$ cat src/rtl/decoder_scan_ctrl_if.sv
// Control and decoder-drive bundle between a sequencer master and the scan controller.
// The slave modport is the scan controller's view.
interface decoder_scan_ctrl_if #(
    parameter int DIV_W = 8
);
    logic             start;
    logic             stop;
    logic             mode;
    logic [DIV_W-1:0] div;
    logic [1:0]       A;
    logic             E;
    logic             busy;
    logic             sweep_done;

    modport master (
        output start, stop, mode, div,
        input  A, E, busy, sweep_done
    );

    modport slave (
        input  start, stop, mode, div,
        output A, E, busy, sweep_done
    );
endinterface

$ cat src/rtl/decoder_scan_ctrl.sv
// Address/enable scanner for a downstream 2:4 decoder: steps A through 0..3 with a
// programmable dwell and an E-low blanking gap between addresses.
module decoder_scan_ctrl #(
    parameter int DIV_W = 8,
    parameter int BLANK = 2
) (
    input  logic                 clk,
    input  logic                 rst,
    decoder_scan_ctrl_if.slave   bus
);

    localparam bit       HAS_BLANK = (BLANK > 0);
    localparam int       BLANK_M1  = (BLANK > 0) ? BLANK - 1 : 0;
    localparam logic [3:0] BCNT_INIT = 4'(BLANK_M1);

    typedef enum logic [1:0] {
        S_IDLE  = 2'd0,
        S_DWELL = 2'd1,
        S_BLANK = 2'd2
    } state_t;

    state_t             state_q, state_n;
    logic [1:0]         a_q, a_n;
    logic               e_q, e_n;
    logic               busy_q, busy_n;
    logic               done_q, done_n;
    logic [DIV_W-1:0]   dcnt_q, dcnt_n;
    logic [3:0]         bcnt_q, bcnt_n;
    logic [DIV_W-1:0]   div_q, div_n;
    logic               adv;

    // State register: all outputs come straight from flops so A/E never glitch.
    always_ff @(posedge clk or posedge rst) begin
        if (rst) begin
            state_q <= S_IDLE;
            a_q     <= 2'b00;
            e_q     <= 1'b0;
            busy_q  <= 1'b0;
            done_q  <= 1'b0;
            dcnt_q  <= '0;
            bcnt_q  <= '0;
        end else begin
            state_q <= state_n;
            a_q     <= a_n;
            e_q     <= e_n;
            busy_q  <= busy_n;
            done_q  <= done_n;
            dcnt_q  <= dcnt_n;
            bcnt_q  <= bcnt_n;
        end
    end

    // Captured dwell length is pure data; it is only consumed while busy.
    always_ff @(posedge clk) begin
        div_q <= div_n;
    end

    always_comb begin
        state_n = state_q;
        a_n     = a_q;
        e_n     = e_q;
        busy_n  = busy_q;
        done_n  = 1'b0;
        dcnt_n  = dcnt_q;
        bcnt_n  = bcnt_q;
        div_n   = div_q;
        adv     = 1'b0;

        case (state_q)
            S_IDLE: begin
                if (bus.start && !bus.stop) begin
                    state_n = S_DWELL;
                    a_n     = 2'b00;
                    e_n     = 1'b1;
                    busy_n  = 1'b1;
                    div_n   = bus.div;
                    dcnt_n  = bus.div;
                end
            end
            S_DWELL: begin
                if (dcnt_q == '0) begin
                    if (HAS_BLANK) begin
                        state_n = S_BLANK;
                        e_n     = 1'b0;
                        bcnt_n  = BCNT_INIT;
                    end else begin
                        adv = 1'b1;
                    end
                end else begin
                    dcnt_n = dcnt_q - 1'b1;
                end
            end
            S_BLANK: begin
                if (bcnt_q == 4'd0) adv = 1'b1;
                else                bcnt_n = bcnt_q - 4'd1;
            end
            default: state_n = S_IDLE;
        endcase

        // Mode is sampled only here, so a mid-sweep change lands at the sweep boundary.
        if (adv) begin
            if (a_q != 2'd3) begin
                state_n = S_DWELL;
                a_n     = a_q + 2'd1;
                e_n     = 1'b1;
                dcnt_n  = div_q;
            end else begin
                done_n = 1'b1;
                a_n    = 2'b00;
                if (!bus.mode) begin
                    state_n = S_DWELL;
                    e_n     = 1'b1;
                    dcnt_n  = div_q;
                end else begin
                    state_n = S_IDLE;
                    e_n     = 1'b0;
                    busy_n  = 1'b0;
                end
            end
        end

        // An abort overrides everything, including a sweep-end pulse on the same edge.
        if (bus.stop && (state_q != S_IDLE)) begin
            state_n = S_IDLE;
            a_n     = 2'b00;
            e_n     = 1'b0;
            busy_n  = 1'b0;
            done_n  = 1'b0;
        end
    end

    always_comb begin
        bus.A          = a_q;
        bus.E          = e_q;
        bus.busy       = busy_q;
        bus.sweep_done = done_q;
    end

endmodule

$ cat src/flat_wrapper.sv
// flat-port wrapper written by rule: the top's interface ports become plain ports
module decoder_scan_ctrl_flat 
#(
    parameter int DIV_W = 8,
    parameter int BLANK = 2
)
  (clk, rst, bus_start, bus_stop, bus_mode, bus_div, bus_A, bus_E, bus_busy, bus_sweep_done);
  decoder_scan_ctrl_if #(.DIV_W(DIV_W)) bus_i ();
  input  logic clk;
  input  logic rst;
  input wire logic [$bits(bus_i.start)-1:0] bus_start;
  input wire logic [$bits(bus_i.stop)-1:0] bus_stop;
  input wire logic [$bits(bus_i.mode)-1:0] bus_mode;
  input wire logic [$bits(bus_i.div)-1:0] bus_div;
  output wire logic [$bits(bus_i.A)-1:0] bus_A;
  output wire logic [$bits(bus_i.E)-1:0] bus_E;
  output wire logic [$bits(bus_i.busy)-1:0] bus_busy;
  output wire logic [$bits(bus_i.sweep_done)-1:0] bus_sweep_done;
  assign bus_i.start = bus_start;
  assign bus_i.stop = bus_stop;
  assign bus_i.mode = bus_mode;
  assign bus_i.div = bus_div;
  assign bus_A = bus_i.A;
  assign bus_E = bus_i.E;
  assign bus_busy = bus_i.busy;
  assign bus_sweep_done = bus_i.sweep_done;
  decoder_scan_ctrl #(.DIV_W(DIV_W), .BLANK(BLANK)) u_core (.clk(clk), .rst(rst), .bus(bus_i));
endmodule
$ cat config.mk
export PLATFORM = sky130hd
export DESIGN_NAME = decoder_scan_ctrl_flat
export DESIGN_NICKNAME = d
export VERILOG_FILES = /design/src/rtl/decoder_scan_ctrl_if.sv /design/src/rtl/decoder_scan_ctrl.sv /design/src/flat_wrapper.sv
export SDC_FILE = /design/constraint.sdc
export NUM_CORES = 1
export LEC_CHECK = 0
export ABC_AREA = 0
export CORE_ASPECT_RATIO = 0.7
export CORE_MARGIN = 1.5
export CORE_UTILIZATION = 50
export CTS_CLUSTER_DIAMETER = 120
export CTS_CLUSTER_SIZE = 24
export DETAILED_ROUTE_END_ITERATION = 12
export PLACE_DENSITY_LB_ADDON = 0.25
export SLEW_MARGIN = 20
export SYNTH_ARGS = -nofsm -noshare
export SYNTH_HDL_FRONTEND = slang
export SYNTH_SLANG_ARGS = --single-unit
$ cat constraint.sdc
create_clock -name clk -period 1.9 [get_ports clk]
set_input_delay 0.475 -clock clk [delete_from_list [all_inputs] [get_ports clk]]
set_output_delay 0.475 -clock clk [all_outputs]
set_load 0.02 [all_outputs]
==> metrics, run 1 <==
run status=complete, but fails checks; violations in the final reports=design-rule violations; Setup crit start kind=flip-flop; vias in the first global route=approximately 1400; number of antenna violations at the first check in global routing=0; global-route wire length before repair=between 6 and 7 mm; fraction of final layout cells sized beyond drive strength 1=around 28%; die area=around 3700 um^2; Max stage delay on crit path=0.52 ns; achievable frequency=0.5277 GHz; Slew @ Worst Pin=about 0.30 ns; post-layout worst setup margin=roughly 0.005 ns; category of the most critical setup path=reg -> reg; Syn-to-layout area delta=32.60%; final cycle utilization of the critical path=between 90 and 100%; synthesized-area fraction occupied by adder cells=just over 6%; critical path cell sequence=or4_4, or4_1, a311oi_1, o31ai_1; library cell with the largest summed area after synthesis=sky130_fd_sc_hd__dfrtp_1; startpoint of the most critical hold path=u_core.div_q[3]$_DFFE_PP_; post-route clock skew=about 0.013 ns; Switching Power=roughly 1000 uW; DR pass1 iterations=8; Place WS=-0.2251 ns; overall via count from detail_route=1485; GRT Overall Usage=24.41%; internal portion of total power=between 1.5 and 2 mW; cell with the most instances after synthesis=sky130_fd_sc_hd__dfrtp_1; number of setup violations in the final report=0; Final Hold Fails=0; insertion delay to the later sink of the worst-skew pair=roughly 0.28 ns; share of power burned in registers=approximately a third; GR Overflow Total=0; leakage component of the power=0.8963 nW; number of antenna-violating nets in the routed design=0; placed wire-length estimate=about 3.0 mm; peak supply drop=roughly 0.61 mV; area of placed instances=between 2000 and 2500 um^2; Inserted Clock Buffers=3; cell area after synthesis=1658 um^2; Sw Ratio=38.44%; clock tree from TritonCTS=done; Cells after Synth=168; maximum number of pins on one net before global-route repair=20; nets in the synthesized netlist=189; mean area per synthesized cell=9.868 um^2; r2r endpoint=u_core.dcnt_q[7]$_DFF_PP0_; Primary FF master, synth=sky130_fd_sc_hd__dfrtp_1; share of synthesized area spent on multiplexers=5.358%; most common library cells after synthesis=sky130_fd_sc_hd__dfrtp_1 (19), sky130_fd_sc_hd__inv_1 (11), sky130_fd_sc_hd__nor2_1 (11); worst r2r src=u_core.dcnt_q[2]$_DFF_PP0_; Final Max Slew Viols=0; arrival time reported for the critical path endpoint=2.06 ns; xor and xnor fraction of the mapped netlist area=under 10%; num rows=17; clk sinks=27; chip width=just over 70 um; number of buffer cells added on primary ports=17; worst hold endpoint=u_core.dcnt_q[3]$_DFF_PP0_; Critical Path Fanout Max=2; Crit path required time=around 2.1 ns; Detailed Route Iter0 Violations=between 100 and 150; Bufs on Longest Clock Path=2; main combinational cell family by area after synthesis=simple AND/OR/NAND/NOR gates; WL/cell=16.20 um; DIE HEIGHT=between 50 and 60 um; type of destination of the critical path=flip-flop; Post-synth EDFFs=8; depth of the worst register-to-register path=4; count of unique library cells instantiated by Yosys=47; number of post-CTS setup repair buffers=0; root buf cell=sky130_fd_sc_hd__clkbuf_8; Crit-path slowest cell=sky130_fd_sc_hd__or4_4; top-level I/O count=18; sequential-to-total area share from yosys stat=a little over two fifths; Final Core Density=between 60 and 70%; final setup TNS=0 ns; register bit count reported by yosys=27; Worst Hold Path Cells=2; Antenna diodes=0; final instance area=2198 um^2; DRC errors left=1; worst reg-to-reg setup slack=about 0.0051 ns; final weighted congestion of routability-driven global placement=approximately 0.9; total routed wirelength=slightly above 4 mm; worst relative slew slack=79.41%; H-Tree Depth=1; Period minus WS final=approximately 1.9 ns; fraction of synthesis flops using an asynchronous set or reset pin=between 70% and 80%; Max-cap violations=0; area fraction of the dominant cell type after synthesis=between 20% and 30%; via density per instance=between 5 and 6; RSZ-0062 raised after global routing=true; placeable core region=3148 um^2; number of nets at the end of the flow=between 200 and 250; part of the power in the clock network=between 10% and 20%; clock transition at the registers of the reported paths=about 0.1 ns; fraction of the mapped netlist area in simple logic gates=between 20% and 30%; total power divided by cell area=about 1200 nW/um^2; Warnings, synthesis=0; Tightest Hold Check Type=reg -> reg; relative contribution of combinational cells to total power=a little over half; Synth area leaders=sky130_fd_sc_hd__dfrtp_1 (29%), sky130_fd_sc_hd__edfxtp_1 (14%), sky130_fd_sc_hd__ha_1 (6.0%), sky130_fd_sc_hd__mux2_2 (4.8%), sky130_fd_sc_hd__o21ai_0 (2.7%); fraction of the mapped netlist area in compound gates=~17%; initial core utilization=a little over half
==> what timing repair did <==
item / in CTS / in global routing
pin swaps: 0 / 4
endpoints found under the hold margin: 0 / 0
hold buffers: 0 / 0
gates resized for setup: 2 / 14
endpoints found under the setup margin: 4 / 12
==> flip-flops by register name (all words and copies together) (netlist names) <==
signal / cells
u_core.bcnt_q: 4
u_core.bus.E: 1
u_core.state_q: 2
u_core.dcnt_q: 8
u_core.bus.sweep_done: 1
u_core.bus.A: 2
u_core.div_q: 8
u_core.bus.busy: 1
==> kinds of logic after synthesis <==
| group | after synthesis |
|---|---|
| simple gates | 61 |
| compound gates | 41 |
| flops | 27 |
| buf+inv | 21 |
| mux | 8 |
| fa+ha+maj | 8 |
| xor+xnor | 2 |
==> how the worst max path moves through the flow <==
stage | from | to | slack, ns | cells past startpoint
global placement | bus_start | u_core.dcnt_q[6]$_DFF_PP0_ | -0.19 | 6
global route | u_core.dcnt_q[1]$_DFF_PP0_ | u_core.dcnt_q[7]$_DFF_PP0_ | -0.07 | 6
floorplan | u_core.state_q[0]$_DFFE_PP0P_ | u_core.dcnt_q[0]$_DFF_PP0_ | 0.03 | 7
finish | u_core.dcnt_q[2]$_DFF_PP0_ | u_core.dcnt_q[7]$_DFF_PP0_ | 0.005 | 4
detailed placement | bus_start | u_core.dcnt_q[6]$_DFF_PP0_ | -0.23 | 6
CTS | u_core.dcnt_q[1]$_DFF_PP0_ | u_core.dcnt_q[7]$_DFF_PP0_ | 0.01 | 6
==> final cells by class <==
cell class,instances,area [um^2]
Clock buffer,3,41.29
Sequential cell,27,715.7
Clock inverter,1,5.005
Inverter,11,41.29
Multi-Input combinational cell,120,925.9
Timing Repair Buffer,50,421.7
Tap cell,38,47.55
Fill cell,229,949.7
==> layer usage <==
metal	wire length, um	share of wire, %	GRT usage [%]	vias to the layer above
met1	1992	49	34.92	710
li1	-	-	-	724
met2	1811	45	39.04	46
met3	225	5.6	4.931	5
met4	22	0.54	4.088	0
met5	0	0	0	-
==> power groups by stage <==
stage	sequential [mW]	combinational, mW	clock, mW
after global placement	0.840	1.29	0
after global routing	0.856	1.54	0.366
after detailed placement	0.848	1.32	0
final	0.846	1.42	0.332
after CTS	0.838	1.35	0.339
after floorplan	0.869	0.787	0
==> placed cells by master, fill, tap and decap left out, drive strengths merged, types with 4 or more instances in the layout <==
cell type	instances
edfxtp	8
inv	11
nor2	11
buf	33
clkdlybuf4s50	17
mux2	7
ha	8
nand2b	6
nor2b	4
nand2	9
a21oi	7
dfrtp	19
o21ai	9
nor3	6
==> worst max-delay path, delay by kind of cell, from the launching register on <==
family             cells  cell delay [ns]
AOI/OAI and AO/OA      2             0.45
DFF                    1             0.40
and+or+nand+nor        2             0.93
==> per-stage QoR <==
stage | hold slack, ns | power, mW | instances
final | 0.4913 | 2.598 | 250
after global routing | 0.4937 | 2.766 | 250
after CTS | 0.4865 | 2.523 | 250
after detailed placement | 0.4568 | 2.172 | 246
after global placement | 0.4413 | 2.127 | 246
after floorplan | 0.4244 | 1.656 | 168
No activity file was read; power rests on OpenSTA's default activity.
==> run 2, diff against run 1 <==
CAP_MARGIN = 10   (was unset)
==> results of run 2 <==
Same layout as run 1: the final DEF is identical, and so are final timing and power.
